File: src/rtl/branch_pkg.sv
// Shared types and default widths for the branch unit and its return stack.
package branch_pkg;

  localparam int unsigned ADDR_W_DEF   = 16;
  localparam int unsigned OFFSET_W_DEF = 9;

  typedef enum logic [2:0] {
    BR_NONE = 3'd0,
    BR_REL  = 3'd1,
    BR_COND = 3'd2,
    JMP_ABS = 3'd3,
    CALL    = 3'd4,
    RET     = 3'd5
  } br_op_t;

  typedef enum logic {
    ST_RUN    = 1'b0,
    ST_SHADOW = 1'b1
  } br_state_t;

endpackage

File: src/rtl/return_stack.sv
// Circular return-address stack; a push while full overwrites the oldest entry.
module return_stack #(
  parameter int unsigned DEPTH  = 8,
  parameter int unsigned ADDR_W = 16
) (
  input  logic                     Clock,
  input  logic                     nReset,
  input  logic                     Push,
  input  logic                     Pop,
  input  logic [ADDR_W-1:0]        PushData,
  output logic [ADDR_W-1:0]        TopData,
  output logic [$clog2(DEPTH):0]   Depth,
  output logic                     Full,
  output logic                     Empty
);

  localparam int unsigned PTR_W = $clog2(DEPTH);

  logic [ADDR_W-1:0] r_mem [DEPTH];
  logic [PTR_W-1:0]  r_sp;
  logic [PTR_W:0]    r_count;
  logic [PTR_W-1:0]  w_top_idx;

  assign w_top_idx = r_sp - PTR_W'(1);
  assign TopData   = r_mem[w_top_idx];
  assign Depth     = r_count;
  assign Full      = (r_count == (PTR_W+1)'(DEPTH));
  assign Empty     = (r_count == '0);

  // When full, r_sp has wrapped onto the oldest slot, so a push overwrites it.
  always_ff @(posedge Clock or negedge nReset) begin
    if (!nReset) begin
      r_sp    <= '0;
      r_count <= '0;
    end else if (Push) begin
      r_sp <= r_sp + PTR_W'(1);
      if (!Full) r_count <= r_count + (PTR_W+1)'(1);
    end else if (Pop && !Empty) begin
      r_sp    <= w_top_idx;
      r_count <= r_count - (PTR_W+1)'(1);
    end
  end

  always_ff @(posedge Clock) begin
    if (Push) r_mem[r_sp] <= PushData;
  end

endmodule

File: src/rtl/branch_unit.sv
// Decode-side control-flow unit: registered PC redirect controls, return stack, shadow flush.
module branch_unit
  import branch_pkg::*;
#(
  parameter int unsigned ADDR_W   = ADDR_W_DEF,
  parameter int unsigned OFFSET_W = OFFSET_W_DEF,
  parameter int unsigned DEPTH    = 8
) (
  input  logic                   Clock,
  input  logic                   nReset,
  input  logic                   InstrValid,
  input  br_op_t                 BrOp,
  input  logic [ADDR_W-1:0]      InstrPc,
  input  logic [ADDR_W-1:0]      Target,
  input  logic [OFFSET_W-1:0]    OffsetIn,
  input  logic                   CondTrue,
  output logic [ADDR_W-1:0]      LoadValue,
  output logic                   LoadEnable,
  output logic [OFFSET_W-1:0]    Offset,
  output logic                   OffsetEnable,
  output logic                   Flush,
  output logic [$clog2(DEPTH):0] Depth,
  output logic                   StackOverflow,
  output logic                   StackUnderflow
);

  br_state_t r_state, w_state_nxt;

  logic [ADDR_W-1:0]   r_load_value, w_load_value;
  logic                r_load_en, w_load_en;
  logic [OFFSET_W-1:0] r_offset, w_offset;
  logic                r_off_en, w_off_en;
  logic                r_ovf, r_unf;
  logic                w_taken, w_push, w_pop, w_ovf_set, w_unf_set;
  logic [ADDR_W-1:0]   w_top;
  logic                w_full, w_empty;

  return_stack #(
    .DEPTH  (DEPTH),
    .ADDR_W (ADDR_W)
  ) u_stack (
    .Clock    (Clock),
    .nReset   (nReset),
    .Push     (w_push),
    .Pop      (w_pop),
    .PushData (InstrPc + ADDR_W'(1)),
    .TopData  (w_top),
    .Depth    (Depth),
    .Full     (w_full),
    .Empty    (w_empty)
  );

  always_ff @(posedge Clock or negedge nReset) begin
    if (!nReset) r_state <= ST_RUN;
    else         r_state <= w_state_nxt;
  end

  always_comb begin
    w_state_nxt = ST_RUN;
    if (r_state == ST_RUN && w_taken) w_state_nxt = ST_SHADOW;
  end

  // Decisions are only made in RUN; the shadow slot is dropped with no stack effect.
  always_comb begin
    w_taken      = 1'b0;
    w_load_en    = 1'b0;
    w_load_value = '0;
    w_off_en     = 1'b0;
    w_offset     = '0;
    w_push       = 1'b0;
    w_pop        = 1'b0;
    w_ovf_set    = 1'b0;
    w_unf_set    = 1'b0;
    if (r_state == ST_RUN && InstrValid) begin
      case (BrOp)
        BR_REL: begin
          w_taken  = 1'b1;
          w_off_en = 1'b1;
          w_offset = OffsetIn;
        end
        BR_COND: begin
          if (CondTrue) begin
            w_taken  = 1'b1;
            w_off_en = 1'b1;
            w_offset = OffsetIn;
          end
        end
        JMP_ABS: begin
          w_taken      = 1'b1;
          w_load_en    = 1'b1;
          w_load_value = Target;
        end
        CALL: begin
          w_taken      = 1'b1;
          w_load_en    = 1'b1;
          w_load_value = Target;
          w_push       = 1'b1;
          w_ovf_set    = w_full;
        end
        RET: begin
          if (w_empty) begin
            w_unf_set = 1'b1;
          end else begin
            w_taken      = 1'b1;
            w_load_en    = 1'b1;
            w_load_value = w_top;
            w_pop        = 1'b1;
          end
        end
        default: ;
      endcase
    end
  end

  always_ff @(posedge Clock or negedge nReset) begin
    if (!nReset) begin
      r_load_value <= '0;
      r_load_en    <= 1'b0;
      r_offset     <= '0;
      r_off_en     <= 1'b0;
      r_ovf        <= 1'b0;
      r_unf        <= 1'b0;
    end else begin
      r_load_value <= w_load_value;
      r_load_en    <= w_load_en;
      r_offset     <= w_offset;
      r_off_en     <= w_off_en;
      r_ovf        <= r_ovf | w_ovf_set;
      r_unf        <= r_unf | w_unf_set;
    end
  end

  assign LoadValue      = r_load_value;
  assign LoadEnable     = r_load_en;
  assign Offset         = r_offset;
  assign OffsetEnable   = r_off_en;
  assign Flush          = (r_state == ST_SHADOW);
  assign StackOverflow  = r_ovf;
  assign StackUnderflow = r_unf;

endmodule

File: config.mk
export PLATFORM = sky130hd
export DESIGN_NAME = branch_unit
export DESIGN_NICKNAME = d
export VERILOG_FILES = /design/src/rtl/branch_pkg.sv /design/src/rtl/return_stack.sv /design/src/rtl/branch_unit.sv
export SDC_FILE = /design/constraint.sdc
export NUM_CORES = 1
export LEC_CHECK = 0
export ABC_AREA = 1
export BUFFER_PORTS_ARGS = -buffer_cell sky130_fd_sc_hd__clkbuf_2
export CAP_MARGIN = 40
export CORE_ASPECT_RATIO = 0.7
export CORE_UTILIZATION = 50
export CTS_CLUSTER_DIAMETER = 30
export DETAILED_ROUTE_END_ITERATION = 10
export PLACE_DENSITY = 0.71
export REMOVE_ABC_BUFFERS = 1
export SYNTH_ARGS = -nofsm -noshare
export SYNTH_HDL_FRONTEND = slang
export SYNTH_SLANG_ARGS = --single-unit
File: constraint.sdc
create_clock -name Clock -period 3.71 [get_ports Clock]
set_input_delay 0.5565 -clock Clock [delete_from_list [all_inputs] [get_ports Clock]]
set_output_delay 0.5565 -clock Clock [all_outputs]
set_load 0.01 [all_outputs]
## Yosys cells after proc, flatten, opt, wreduce, memory -nomap -nowiden

Memory sizes are Yosys's and may differ from the RTL's.
Cells that the tools add are included.

- Bits in registers: 37
- Bits in writable memories: 128
- Output and inout port bits: 34
- Word-level logic and storage cells: 65
- Memories kept: 1

- Add/sub/neg operators: 5
- Eq/ne operators: 7
- Mux-type cells: 31
- Bitwise logic cells: 3
- Reductions and logical operators: 9

Memories:

| memory | words | bits a word | rd ports | clocked after Yosys merged registers in | write ports | line | text |
|---|---|---|---|---|---|---|---|
| u_stack.r_mem | 8 | 16 | 1 | 0 | 1 | return_stack.sv:19 | `logic [ADDR_W-1:0] r_mem [DEPTH];` |

Operator list:

| cell | count |
|---|---|
| $mux 16 | 2 |
| $pmux 16 s2 | 1 |
| $mux 9 | 2 |
| $pmux 9 s2 | 1 |
| $mux 1 | 17 |
| $add 16x1->16 const B | 1 |
| $mux 4 | 3 |
| $eq 3x2->1 const B | 2 |
| $eq 3x3->1 const B | 2 |
| $mux 3 | 2 |
| $add 4x1->4 const B | 1 |
| $eq 4x4->1 const B | 1 |
| $logic_not 4->1 | 1 |
| $pmux 1 s2 | 2 |
| $sub 4x1->4 const B | 1 |
| $add 3x1->3 const B | 1 |
| $eq 3x1->1 const B | 1 |
| $logic_and 1x1->1 | 3 |
| $pmux 1 s3 | 1 |
| $reduce_or 3->1 | 1 |
| $sub 3x1->3 const B | 1 |
| $ne 2x2->1 const B | 1 |
| $or 1x1->1 | 2 |
| $reduce_and 2->1 | 1 |
| 4 further kinds | 4 |

## Logic depth before layout (Yosys ltp)

- Depth after elaboration: 7
- Gate-level depth with buffers: 11
- Gate-level depth less buffers: 11

## Modules after synthesis

Synthesis repeated with hierarchy kept, for this count alone.

- Cells, all modules: 711
- Area, all modules: 7195.7 um^2

Modules (own cells, without submodules):

| module | times used | cells each | area each (um^2) | seq. area each (um^2) |
|---|---|---|---|---|
| return_stack | 1 | 511 | 5671.7 | 4018.9 |
| branch_unit | 1 | 200 | 1524.0 | 750.7 |

## Worst setup path after synthesis

No wires, ideal clock.

- Path type: input port to flip-flop
- From: input BrOp[0]
- To: memory u_stack.r_mem[0][0] (enable)
- Library setup time: 0.409 ns
- Arrival: 2.232 ns
- Required time: 3.301 ns
- Setup slack: 1.069 ns
- Cell stages on the path: 5
- Cells stage by stage: nor2_1 nand2_1 nor2_2 nand2_1 nor3_1

- Cells in the longest elaborated chain, start to end: 5

Ends and longest elaborated chain:

| what | line | text |
|---|---|---|
| start, declared | branch_unit.sv:12 | `input br_op_t BrOp,` |
| $eq 3x3->1 | branch_unit.sv:75 | `case (BrOp)` |
| $mux 1 | branch_unit.sv:75 |  |
| $mux 1 | branch_unit.sv:74 | `if (r_state == ST_RUN && InstrValid) begin` |
| $mux 1 | return_stack.sv:45 | `if (Push) r_mem[r_sp] <= PushData;` |
| $mux 1 (implied by the code) | return_stack.sv:45 |  |
| end, declared | return_stack.sv:19 |  |

No other way between the ends.

## Worst setup path after layout

- From: register u_stack.r_sp[0]
- To: register r_load_value[3] (netlist: LoadValue[3])

- Cells in the longest elaborated chain, start to end: 5

Ends and longest elaborated chain:

| what | line | text |
|---|---|---|
| start, declared | return_stack.sv:20 | `logic [PTR_W-1:0] r_sp;` |
| start signal, assigned | return_stack.sv:36 | `r_sp <= r_sp + PTR_W'(1);` |
| start signal, assigned | return_stack.sv:39 | `r_sp <= w_top_idx;` |
| $sub 3x1->3 | return_stack.sv:24 | `assign w_top_idx = r_sp - PTR_W'(1);` |
| $mem_v2 8x16 | -- |  |
| $mux 16 | branch_unit.sv:101 | `if (w_empty) begin` |
| $pmux 16 s2 | branch_unit.sv:75 |  |
| $mux 16 | branch_unit.sv:74 |  |
| via w_load_value[3] | branch_unit.sv:29 | `logic [ADDR_W-1:0] r_load_value, w_load_value;` |
| end signal, assigned | branch_unit.sv:124 | `r_load_value <= w_load_value;` |
| end, declared | branch_unit.sv:29 |  |

The timed path passes the listed nets, and every way through them passes these cells.
A chain may end at the register's enable or synchronous reset.

==> flow_summary.json <==
{
  "timing.fmax_mhz": 384.3,
  "insertion_delay_ns": 0.41,
  "hpwl_mm": 10.13,
  "firstDrtPassIters": 5,
  "totalPowerFinal_uw": 5892,
  "end_kind": "flip-flop",
  "fin_crit_ns": 2.602,
  "htreeDepth": 4,
  "cp_max_fo": 27,
  "finalSetupViolations": 0,
  "met1_usage_pct": 32.75,
  "grt_start_max_net_pins": 43,
  "vias_per_cell": 5.389,
  "rows": 35,
  "cts_tree": "built",
  "rsz0062_at_grt": "false",
  "max-clock-path-buffers": 2,
  "peakVddDrop_mv": 0.4294,
  "drc_errors": 0,
  "max_slew.worst_pin.slew_ns": 0.9711,
  "fin_util_pct": 61.18,
  "cts_sinks": 165,
  "hold_path.class": "primary input to async pin",
  "post-place-cells": 872,
  "path_clk_slew_ns": 0.07,
  "status": "finished clean",
  "yosys_warnings": 0,
  "cts_resized": 0,
  "num_vias": 4872,
  "yosysSeqAreaShare_pct": 68.86,
  "drive_gt1_share_pct": 19.47,
  "place_congestion": 0.8483,
  "floorplan.die_area_um2": 14340,
  "fin_cells": 904,
  "syn-cell-area_um2": 6927,
  "syn2layout_area_growth_pct": 17.97,
  "cellPowerDensity_nw_per_um2": 721.0,
  "drtAntennaViolNets": 0,
  "grt_pass1_vias": 4700,
  "start_util_pct": 51.86,
  "path_class": "flip-flop to flip-flop",
  "cts_root_buf": "clkbuf_16",
  "core_region_area_um2": 13360,
  "arrival_ns": 2.88,
  "use_met2_pct": 38.24,
  "layout.nets": 759,
  "critPathLaunchType": "flip-flop",
  "fp.dieH_um": 100.5,
  "pin_count": 82,
  "use_met3_pct": 5.178,
  "antenna_found_initial": 0,
  "cts_hold_buf": 0,
  "grt_busiest_layer": "met2",
  "wl_per_cell_um": 17.71,
  "port_buffers": 81,
  "overflow": 0,
  "clock_skew_ns": 0.009819,
  "die_w_um": 142.7,
  "grt_first_pass_wirelength_mm": 25.02,
  "maxSlewViolCount": 0,
  "max_cap_viol_count": 0,
  "postCtsSetupRepairBufs": 0,
  "track_usage_pct": 23.98,
  "numCtsBuffers": 17,
  "timing.final.crit_share_pct": 70.14,
  "syn_inst": 618,
  "synth.distinct_cells": 31,
  "final-hold-violation-count": 0,
  "diodes": 0,
  "p_leak_uw": 0.003381,
  "finalWirelength_mm": 16.01,
  "avgSynthCellArea_um2": 11.21,
  "relSlewSlack_pct": 34.80,
  "setup_tns_ns": 0,
  "yosys_register_bits": 165,
  "drt_iter0_markers": 423,
  "cp.required_ns": 3.98
}
-- flip-flops by register name, summed over array words and instances, names as in the netlist --
| name | count |
|---|---|
| OffsetEnable | 1 |
| LoadEnable | 1 |
| u_stack.r_sp | 3 |
| u_stack.r_mem | 128 |
| Offset | 9 |
| u_stack.Depth | 4 |
| Flush | 1 |
| StackUnderflow | 1 |
| StackOverflow | 1 |
| LoadValue | 16 |
-- layout by cell type (no fill, tap or decap), types with 2 or more instances in the layout --
master,count
ha_1,5
clkbuf_2,81
nor2_2,2
bufinv_16,3
nand4_1,7
clkinvlp_4,5
nor3_1,2
a21oi_1,33
dfrtp_1,36
nand3_1,76
nand2_1,186
o21ai_0,4
o31ai_1,16
xor2_1,10
xnor2_1,6
inv_1,39
clkbuf_16,17
buf_4,15
nor3_2,4
nor2_1,24
edfxtp_1,128
inv_6,5
clkbuf_1,2
-- cell type report --
type	count	area [um^2]
fill	1063	5185
inverter	41	158.9
timing repair buffer	96	518.0
sequential	165	4771
clock inverter	13	171.4
multi-input combinational	385	1888
tap	185	231.5
clock buffer	19	432.9
-- Yosys cell counts, drive strengths merged --
cell type / n / area share (%)
nand2: 187 / 10
edfxtp: 128 / 55
nand3: 77 / 5.6
inv: 40 / 2.2
dfrtp: 37 / 13
a21oi: 33 / 2.4
nor2: 27 / 1.6
buf: 19 / 1.4
o31ai: 16 / 1.7
xor2: 10 / 1.3
clkbuf: 8 / 0.43
nand4: 7 / 0.63
nor3: 7 / 0.67
xnor2: 7 / 1.2
ha: 5 / 0.90
o21ai: 5 / 0.36
clkinv: 1 / 0.13
nor4: 1 / 0.090
o21bai: 1 / 0.11
o221ai: 1 / 0.13
o22ai: 1 / 0.090
-- per-stage QoR --
step	worst slack [ns]	cell area, um^2	hold slack, ns
global placement	1.200	7567	0.4547
CTS	1.119	8172	0.09706
detailed placement	1.138	7567	0.4613
floorplan	-0.8132	6797	0.2609
finish	1.108	8172	0.09215
global route	0.9269	8172	0.1119
-- power by group --
part	total [uW]	switching (uW)	internal, uW
Combinational	1880	1300	571
Clock	1800	729	1070
Sequential	2220	124	2090
Total	5890	2160	3730
-- cells by family after synthesis --
family	share of synthesized area, %
flip-flops	68.86
adder cells (fa/ha/maj)	0.9032
buffers and inverters	4.173
AO/OA/AOI/OAI	4.805
XOR/XNOR	2.421
AND/OR/NAND/NOR	18.84
-- critical path: stages, from the launching register on --
cell     delay [ns]
dfrtp_2        0.69
inv_1          0.18
ha_1           0.35
inv_1          0.46
buf_4          0.35
nand3_1        0.10
a21oi_1        0.23
o31ai_1        0.10
-- final timing paths --
path	startpoint	end	slack, ns	cells past startpoint
max in group asynchronous	nReset	LoadValue[8]$_DFF_PN0_	2.90	2
min in group Clock	OffsetIn[3]	Offset[3]$_DFF_PN0_	0.32	3
max	u_stack.r_sp[0]$_DFFE_PN0P_	LoadValue[3]$_DFF_PN0_	1.11	7
min	nReset	Flush$_DFF_PN0_	0.09	1
max reg2reg	u_stack.r_sp[0]$_DFFE_PN0P_	LoadValue[3]$_DFF_PN0_	1.11	7
min reg2reg	StackOverflow$_DFF_PN0_	StackOverflow$_DFF_PN0_	0.47	2
-- metal layers --
layer  part of all wire, %  vias to the layer above
li1                      -                     2302
met1                    46                     2360
met2                    47                      188
met3                   5.7                       22
met4                   1.8                        0
met5                     0                        -
Note: power is estimated with default switching activity, not from simulation.
